`src/rtl/alu_issue_ctrl.sv`:
```
// Multi-cycle issue controller for the 5-bit-opcode ALU: accept, read operands,
// pulse the opcode for one EXEC cycle, then write the ALU result back.
module alu_issue_ctrl #(
  parameter int          DATA_W  = 32,
  parameter int          NREGS   = 8,
  parameter int          REG_AW  = 3,
  parameter logic [4:0]  IDLE_OP = 5'b00010
) (
  input  logic              clk,
  input  logic              rst_n,
  input  logic              instr_valid,
  output logic              instr_ready,
  input  logic [31:0]       instr,
  output logic [DATA_W-1:0] alu_a,
  output logic [DATA_W-1:0] alu_b,
  output logic [4:0]        alu_opcode,
  input  logic [DATA_W-1:0] alu_out,
  input  logic              alu_flag,
  output logic              done,
  output logic [REG_AW-1:0] done_rd,
  output logic [DATA_W-1:0] done_result,
  output logic              flag_q,
  output logic              illegal,
  input  logic [REG_AW-1:0] dbg_addr,
  output logic [DATA_W-1:0] dbg_data
);
  typedef enum logic [2:0] {IDLE, OPND, EXEC, WB, ERR} state_t;

  typedef struct packed {
    logic [4:0]        op;
    logic [REG_AW-1:0] rd;
    logic [REG_AW-1:0] ra;
    logic [REG_AW-1:0] rb;
    logic              imm_sel;
    logic [15:0]       imm;
  } instr_t;

  state_t                        state, state_nxt;
  instr_t                        iq;
  logic [NREGS-1:0][DATA_W-1:0]  regs;
  logic [DATA_W-1:0]             opa, opb, imm_ext;
  logic                          unused_bits;

  assign unused_bits = instr[16];

  function automatic logic op_legal(input logic [4:0] op);
    logic ok;
    ok = op[4];
    case (op)
      5'd0, 5'd1, 5'd3, 5'd4, 5'd5, 5'd6, 5'd8, 5'd9: ok = 1'b1;
      default: ;
    endcase
    return ok;
  endfunction

  // reg[0] is hardwired to zero on every read path
  always_comb begin
    opa      = (iq.ra == '0)    ? '0 : regs[iq.ra];
    opb      = (iq.rb == '0)    ? '0 : regs[iq.rb];
    dbg_data = (dbg_addr == '0) ? '0 : regs[dbg_addr];
    imm_ext  = {{(DATA_W-16){iq.imm[15]}}, iq.imm};
  end

  always_comb begin
    state_nxt = state;
    case (state)
      IDLE:    if (instr_valid) state_nxt = op_legal(instr[31:27]) ? OPND : ERR;
      OPND:    state_nxt = EXEC;
      EXEC:    state_nxt = WB;
      WB:      state_nxt = IDLE;
      ERR:     state_nxt = IDLE;
      default: state_nxt = IDLE;
    endcase
  end

  // Opcode toggles IDLE_OP -> op -> IDLE_OP so the ALU sees a change per instruction
  assign instr_ready = (state == IDLE);
  assign alu_opcode  = (state == EXEC) ? iq.op : IDLE_OP;
  assign done        = (state == WB);
  assign illegal     = (state == ERR);

  always_ff @(posedge clk or negedge rst_n) begin
    if (!rst_n) begin
      state       <= IDLE;
      iq          <= '0;
      regs        <= '0;
      alu_a       <= '0;
      alu_b       <= '0;
      done_rd     <= '0;
      done_result <= '0;
      flag_q      <= 1'b0;
    end else begin
      state <= state_nxt;
      case (state)
        IDLE: if (instr_valid) begin
          iq.op      <= instr[31:27];
          iq.rd      <= instr[24 +: REG_AW];
          iq.ra      <= instr[21 +: REG_AW];
          iq.rb      <= instr[18 +: REG_AW];
          iq.imm_sel <= instr[17];
          iq.imm     <= instr[15:0];
        end
        OPND: begin
          alu_a <= opa;
          alu_b <= iq.imm_sel ? imm_ext : opb;
        end
        // Result captured on the EXEC->WB edge so it is visible alongside done
        EXEC: begin
          if (iq.rd != '0) regs[iq.rd] <= alu_out;
          done_result <= alu_out;
          done_rd     <= iq.rd;
          flag_q      <= alu_flag;
        end
        default: ;
      endcase
    end
  end
endmodule
```
`config.mk`:
```
export PLATFORM = sky130hd
export DESIGN_NAME = alu_issue_ctrl
export DESIGN_NICKNAME = d
export VERILOG_FILES = /design/src/rtl/alu_issue_ctrl.sv
export SDC_FILE = /design/constraint.sdc
export NUM_CORES = 1
export LEC_CHECK = 0
export CELL_PAD_IN_SITES_DETAIL_PLACEMENT = 1
export CELL_PAD_IN_SITES_GLOBAL_PLACEMENT = 2
export CORE_ASPECT_RATIO = 2
export CORE_MARGIN = 5
export CORE_UTILIZATION = 33
export CTS_BUF_LIST = sky130_fd_sc_hd__clkbuf_16
export CTS_CLUSTER_DIAMETER = 80
export DETAILED_ROUTE_END_ITERATION = 8
export GPL_TIMING_DRIVEN = 0
export PLACE_DENSITY = 0.78
export SETUP_SLACK_MARGIN = 0.5
export SLEW_MARGIN = 5
export SYNTH_ARGS = -nofsm -noshare
export SYNTH_HDL_FRONTEND = slang
export SYNTH_SLANG_ARGS = --single-unit
```
`constraint.sdc`:
```
create_clock -name clk -period 2 [get_ports clk]
set_input_delay 0.2 -clock clk [delete_from_list [all_inputs] [get_ports clk]]
set_output_delay 0.2 -clock clk [all_outputs]
set_load 0.01 [all_outputs]
```
==> results_dict.tcl, run 1 <==
set metrics [dict create \
    status "finished, violations left" \
    failing_checks "negative hold slack, negative setup slack" \
    worstSkewPairLatency_ns 0.59 \
    total_leakage_power_uw 0.0143 \
    n_fill_cell 5456 \
    synth_area_leader_cell "dfrtp_1" \
    synthSimpleGateAreaFrac_pct 4.47 \
    worstHoldPathType "primary input to asynchronous set/reset pin" \
    route.detailed.vias_per_inst 6.24 \
    tritoncts "yes" \
    synth_top_family_by_area "multiplexers" \
    worst_ep_required_time_ns 1.80 \
    critical_path.cell_chain "clkdlybuf4s15_2 > clkbuf_2 > a221oi_2 > a21oi_2 > buf_2" \
    synth_sequential_area_ratio_pct 47.4 \
    r2r-start "iq[17]" \
    largest_net_degree_at_the_start_of_global_routing 106 \
    floorplan.initialDensity_pct 33.2 \
    cap_viol_max_count 0 \
    avgRoutedWirePerCell_um 37.0 \
    cts_sinks 358 \
    placed_cells_incl_taps 2405 \
    syn-cell-area_um2 18900 \
    clock_pin_slew_reported_for_the_worst_setup_and_hold_paths_after_clock_tree_synthesis_ns 0.06 \
    share_of_yosys_cell_area_claimed_by_the_top_area_cell_type_pct 47.4 \
    crit_end "dbg_data[30]" \
    gr-usage-all-layers_pct 28.0 \
    synth-warning-count 0 \
    diodes 0 \
    yosys.area_share.xor_xnor_pct 0 \
    antenna_violation_net_count_after_detailed_routing 0 \
    layoutNonFillerInstCount 2795 \
    critical_path_cell_count 5 \
    core_region_area_um2 56900 \
    syn2layout_area_growth_pct 63.7 \
    vias_in_the_first_global_route 18200 \
    multiInputGateArea_um2 12300 \
    die_w_um 179 \
    synthArstFlopShare_pct 100 \
    drt-pass1-iter-count 8 \
    detailed_place.area_um2 23200 \
    worst_setup_path_startpoint "dbg_addr[2]" \
    die-area_um2 62400 \
    grt_pass1_wl_mm 128 \
    initial_antenna_violation_count 2 \
    number_of_enable_flip_flop_cells_after_synthesis 0 \
    gp_routability_congestion 0.905 \
    cts-root-buf "clkbuf_16" \
    num-nets-final 2083 \
    hold_viol_final 91 \
    unrepaired_setup_endpoints_after_global_routing "true" \
    routed-via-count 17400 \
    drc_marker_count_from_the_first_detailed_route_iteration 1355 \
    post_synth.cell_area_avg_um2 13.1 \
    setup_total_negative_slack_ns -0.747 \
    synthAdderAreaFrac_pct 0 \
    critical-path-top-delay-family "buffers and inverters" \
    postSynthCellCount 1440 \
    destination_of_the_worst_register_to_register_timing_path "alu_b[26]" \
    timing.final.setup_violations 16 \
    synth-seq-cells 358 \
    cp.buffers_inverters 3 \
    compound_gate_portion_of_the_synthesized_area_pct 10.1 \
    floorplan.die.height_um 348 \
    worst_ep_arrival_time_ns 1.92 \
    final-max-slew-violation-count 0 \
    layout.cells.most_common "dfrtp_1" \
    post_synth_mux_area_share_pct 34.0 \
    critPathKind "primary input to output pin" \
    synth.area.top_cells "dfrtp_1 47%, mux2_2 22%, mux4_2 7.8%" \
    max-vdd-ir-drop_v 0.000806 \
    layout.cells.most_common_list "348 x dfrtp_1, 282 x mux2_4, 253 x buf_4, 107 x clkdlybuf4s50_1, 89 x mux2_2" \
    power-per-cell-area_nw_per_um2 2020 \
    final_min_period_over_clock_period_pct 106 \
    pnr_worst_setup_slack_ns -0.124 \
    period_needed_ns 2.12 \
    register_area_um2 8970 \
    max_incr_delay_on_cp_ns 0.59 \
    drt-total-wl_mm 103 \
    slew_headroom_pct 43.4 \
    worst_slew_pin_slew_ns 0.849 \
    globalRouteOverflowTotal 0 \
    drc 0 \
    timing.critical_path.from_type "primary input" \
    fmax_mhz 471 \
    cts-root-to-sink-buffers 3 \
    place.detailed.hpwl_mm 55.0 \
    cts_buffers 38 \
    netlist-cell-type-count 43 \
    top_level_ports 211 \
    slowest_stage "clkbuf_2" \
    cts.htree.levels 2 \
    kind_of_end_point_of_the_critical_path "output pin" \
    cp_max_fo 10 \
    layout-drive-gt1-share_pct 61.7 \
    portBuffers 206 \
    ff2ff_path_depth 9 \
    clock-skew-final_ns 0.0430 \
    mappedNetlistNets 1511 \
    regToRegSetupSlack_ns -0.03 \
    hold_slack_ns -0.313 \
    rows 124 \
    postSynth.topFlopCell "dfrtp_1" \
    postLayoutCellArea_um2 30900 \
]
metrics by stage:
step	power, µW	worst slack (ns)	hold WS (ns)	util, %
after CTS	54600	-0.00292	-0.286	49.3
final	62500	-0.124	-0.313	54.3
after global routing	64000	-0.116	-0.270	54.3
after detailed placement	39300	-1.12	0.300	40.7
after floorplan	29300	0.320	-0.0956	-
after global placement	38500	-15.76	0.470	40.6
worst min path at each step:
stage | cells after the start | to | startpoint
after floorplan | 0 | alu_a[0] | rst_n
after global placement | 2 | alu_a[17] | alu_a[17]
after detailed placement | 1 | iq[29] | rst_n
after CTS | 1 | iq[29] | rst_n
after global routing | 1 | imm_ext[2] | rst_n
final | 1 | imm_ext[2] | rst_n
timing repair:
item,4_1_cts,5_1_grt
setup endpoints to repair,498,497
resized for setup,613,366
pin swaps,65,66
buffers inserted,213,72
cloned,11,27
hold endpoints to repair,91,91
report_power, final:
group / switching, µW / leakage [µW] / internal [µW] / total, µW
clock network: 3340 / 0.000630 / 3940 / 7280
logic: 19500 / 0.00947 / 21300 / 40800
registers: 3370 / 0.00422 / 11000 / 14400
total: 26200 / 0.0143 / 36300 / 62500
synth_stat cells (6+ instances only):
cell type,count
mux2_2,367
dfrtp_1,358
a221oi_1,79
mux2i_1,78
mux4_2,65
a21oi_1,62
buf_2,53
clkbuf_1,52
nand2_1,40
nor2_1,38
nor2b_1,38
o31ai_1,34
inv_1,31
a211oi_1,18
a22oi_1,12
buf_4,12
nand3b_1,11
o21ai_0,9
o22ai_1,9
and2_1,7
buf_1,6
o221a_1,6
o221ai_2,6
worst reg2reg max path, cell delays in order (launching register included):
cell and delay [ns]:
dfrtp_1 0.39, buf_6 0.15, buf_6 0.13, buf_16 0.13, buf_16 0.16, buf_12 0.15
mux2i_1 0.15, a221oi_1 0.32, o21ai_1 0.19, a21oi_2 0.17
metal layers:
layer,part of all wire [%],global-route usage (%),vias to the layer above
met4,11,18.9,0
li1,-,-,6664
met1,34,30.7,9067
met5,0,0,-
met2,48,48.8,1152
met3,7.2,4.54,559
flip-flops by register name, summed over array words and instances (netlist names):
signal       cells
done_rd          3
iq              15
alu_a           32
flag_q           1
state            3
imm_ext         16
done_result     32
regs           224
alu_b           32
logic make-up after synthesis:
| group | after synthesis |
|---|---|
| buf+inv | 159 |
| flops | 358 |
| compound gates | 252 |
| mux | 514 |
| simple gates | 157 |
area by class of cell:
cell class / count / area share (%)
buffer: 128 / 5.84
clock buffer: 41 / 3.32
timing repair buffer: 532 / 18.2
multi-input combinational: 923 / 39.7
sequential: 358 / 29.0
tap: 756 / 3.06
clock inverter: 26 / 0.522
inverter: 31 / 0.377
No activity file was read; power rests on OpenSTA's default activity.
==> run 2, diff against run 1 <==
--- a/config.mk
+++ b/config.mk
@@ -5,6 +5,8 @@
 export SDC_FILE = /design/constraint.sdc
 export NUM_CORES = 1
 export LEC_CHECK = 0
+export ABC_AREA = 1
+export CAP_MARGIN = 10
 export CELL_PAD_IN_SITES_DETAIL_PLACEMENT = 1
 export CELL_PAD_IN_SITES_GLOBAL_PLACEMENT = 2
 export CORE_ASPECT_RATIO = 2
@@ -13,8 +15,9 @@
 export CTS_BUF_LIST = sky130_fd_sc_hd__clkbuf_16
 export CTS_CLUSTER_DIAMETER = 80
 export DETAILED_ROUTE_END_ITERATION = 8
+export DONT_BUFFER_PORTS = 1
 export GPL_TIMING_DRIVEN = 0
-export PLACE_DENSITY = 0.78
+export PLACE_DENSITY = 0.82
 export SETUP_SLACK_MARGIN = 0.5
 export SLEW_MARGIN = 5
 export SYNTH_ARGS = -nofsm -noshare
==> run 2 against run 1 <==
The flow finishes with violations (negative hold slack, max-slew violations). Clock power grew 5.9%. Worst setup slack gained 0.26 ns. Sequential power grew 8%. Global-route usage grew 4.6 points. Critical path type is now register to register. Total power shrank 19%. Maximum frequency grew 14%. Cell area shrank 11%. Register-to-register slack gained 0.16 ns.
==> results_dict.tcl, run 2 <==
set metrics [dict create \
    status "finished, violations left" \
    failing_checks "negative hold slack, max-slew violations" \
    gr-usage-all-layers_pct 32.6 \
    fmax_mhz 536 \
    drt-total-wl_mm 118 \
    critPathKind "register to register" \
    hold_viol_final 396 \
    top_level_ports 211 \
    final-max-slew-violation-count 224 \
    place.detailed.hpwl_mm 74.2 \
    max-vdd-ir-drop_v 0.00118 \
    drt-pass1-iter-count 5 \
    syn-cell-area_um2 20400 \
    power-per-cell-area_nw_per_um2 1840 \
    layout.cells.most_common "nand2_1" \
    yosys-top-cells-count "733 x nand2_1, 498 x o21ai_0, 390 x dfrtp_1" \
    cts-root-buf "clkbuf_16" \
    floorplan.initialDensity_pct 33.1 \
    tritoncts "yes" \
    synth_sequential_area_ratio_pct 47.9 \
    worstHoldPathType "primary input to asynchronous set/reset pin" \
    cts.htree.levels 2 \
    cts_sinks 390 \
    number_of_enable_flip_flop_cells_after_synthesis 0 \
    total_leakage_power_uw 0.0130 \
    synth-seq-cells 390 \
    route.detailed.vias_per_inst 5.84 \
    cts-root-to-sink-buffers 3 \
    postSynthCellCount 2763 \
    globalRouteOverflowTotal 0 \
    share_of_yosys_cell_area_claimed_by_the_top_area_cell_type_pct 47.9 \
    final_min_period_over_clock_period_pct 93.3 \
    cts_buffers 39 \
    routed-via-count 22500 \
    synthArstFlopShare_pct 100 \
    synth-warning-count 0 \
    antenna_violation_net_count_after_detailed_routing 0 \
    report.power.total_uw 50400 \
    drc_marker_count_from_the_first_detailed_route_iteration 2251 \
    gp_routability_congestion 0.977 \
    ff2ff_path_depth 9 \
    num-nets-final 3106 \
    synth.area.top_cells "dfrtp_1 48%, nand2_1 13%, o21ai_0 12%" \
    layout.cells.most_common_list "656 x nand2_1, 381 x dfrtp_1, 359 x o21ai_0, 203 x a21oi_1, 168 x nand3_1" \
    layout-drive-gt1-share_pct 24.1 \
    timing.final.setup_violations 0 \
    cap_viol_max_count 0 \
    diodes 0 \
    post_synth.cell_area_avg_um2 7.38 \
    worstSkewPairLatency_ns 0.58 \
    floorplan.die.height_um 361 \
    clock_pin_slew_reported_for_the_worst_setup_and_hold_paths_after_clock_tree_synthesis_ns 0.07 \
    hold_slack_ns -0.671 \
    cp_max_fo 10 \
    n_fill_cell 7357 \
    syn2layout_area_growth_pct 34.8 \
    cell_with_the_most_instances_after_synthesis "nand2_1" \
    worst_slew_pin_slew_ns 1.91 \
    unrepaired_setup_endpoints_after_global_routing "true" \
    netlist-cell-type-count 28 \
    vias_in_the_first_global_route 22800 \
    kind_of_end_point_of_the_critical_path "register" \
    synth_area_leader_cell "dfrtp_1" \
    portBuffers 0 \
    grt_pass1_wl_mm 159 \
    drc 0 \
    destination_of_the_worst_register_to_register_timing_path "regs[155]" \
    largest_net_degree_at_the_start_of_global_routing 391 \
    multiInputGateArea_um2 10100 \
    cts_hold_buf 62 \
    rows 129 \
    avgRoutedWirePerCell_um 30.6 \
    regToRegSetupSlack_ns 0.13 \
    clock-skew-final_ns 0.0233 \
    timing.critical_path.from_type "register" \
    mappedNetlistNets 2834 \
    largest_reg_flops 256 \
    postSynth.topFlopCell "dfrtp_1" \
    worst_ep_required_time_ns 2.47 \
    die_w_um 186 \
    r2r-start "state[2]" \
    largest-register "regs" \
    register_area_um2 9770 \
    setup_total_negative_slack_ns 0 \
    die-area_um2 67100 \
    worst_ep_arrival_time_ns 2.34 \
    slew_headroom_pct -27.3 \
    period_needed_ns 1.87 \
    initial_antenna_violation_count 1 \
    core_region_area_um2 61500 \
]
run 2: cell types whose count changed in the layout (fill, tap and decap cells not counted), moves of 107 or more:
| cell | before | now |
|---|---|---|
| a21oi_1 | 24 | 203 |
| buf_4 | 253 | 146 |
| clkdlybuf4s50_1 | 107 | 0 |
| inv_1 | 14 | 152 |
| mux2_4 | 282 | 0 |
| nand2_1 | 24 | 656 |
| nand3_1 | 0 | 168 |
| o21ai_0 | 1 | 359 |
| o21ai_1 | 1 | 131 |
run 2: final cells by class:
class	count	area share (%)
buffer	230	8.11
multi-input combinational	1938	36.6
clock inverter	29	0.829
clock buffer	41	3.73
tap	786	3.58
sequential	390	35.6
timing repair buffer	227	8.57
inverter	209	3.05
run 2: cell families (layout without fill, tap and decap cells):
logic type,Yosys count,in the layout,synth area share (%)
compound gates,803,803,20.1
simple gates,1112,1117,22.3
flops,390,390,47.9
mux,18,18,0.994
buf+inv,440,736,8.72
run 2: timing repair:
action | CTS | global route
endpoints found under the setup margin | 388 | 395
resized for setup | 577 | 454
setup buffers | 102 | 48
endpoints found under the hold margin | 622 | 390
pin swaps | 66 | 57
cloned | 2 | 18
run 2: worst max-delay path by stage:
stage | startpoint | to | slack (ns) | depth (start not counted)
after floorplan | dbg_addr[0] | dbg_data[16] | 0.61 | 9
after global routing | regs[94] | dbg_data[30] | 0.07 | 6
after global placement | dbg_addr[1] | dbg_data[30] | -0.51 | 6
after CTS | regs[93] | dbg_data[29] | 0.17 | 6
final | state[2] | regs[155] | 0.13 | 9
after detailed placement | dbg_addr[1] | dbg_data[30] | -0.52 | 6
run 2: report_power, final:
group | leakage (µW) | switching (µW) | internal, µW
registers | 0.00466 | 4010 | 11600
clock network | 0.000650 | 3500 | 4220
logic | 0.00768 | 16900 | 10200
run 2: layer usage:
layer / global-route usage [%] / up-vias / wire (µm)
li1: - / 9565 / -
met1: 40.0 / 11200 / 43100
met2: 51.7 / 1313 / 54400
met3: 8.44 / 436 / 11400
met4: 17.9 / 0 / 8780
met5: 0 / - / 0
run 2: stage by stage:
step	hold WS, ns	worst slack, ns	cell area [µm²]	utilization, %	instances
floorplan	-0.0956	0.611	20400	-	2763
global placement	-0.0821	-0.511	21400	34.7	3549
detailed placement	-0.0721	-0.523	21400	34.7	3549
CTS	-0.689	0.172	25500	41.5	3785
global route	-0.686	0.0715	27500	44.7	3850
finish	-0.671	0.134	27500	44.7	3850
run 2: worst max-delay path, cell delays in order, from the launching register on:
cell	delay (ns)
dfrtp_1	0.41
inv_2	0.11
nand3_4	0.11
buf_12	0.16
inv_8	0.09
buf_6	0.11
nand3_4	0.08
buf_12	0.17
clkbuf_2	0.28
o21ai_0	0.25
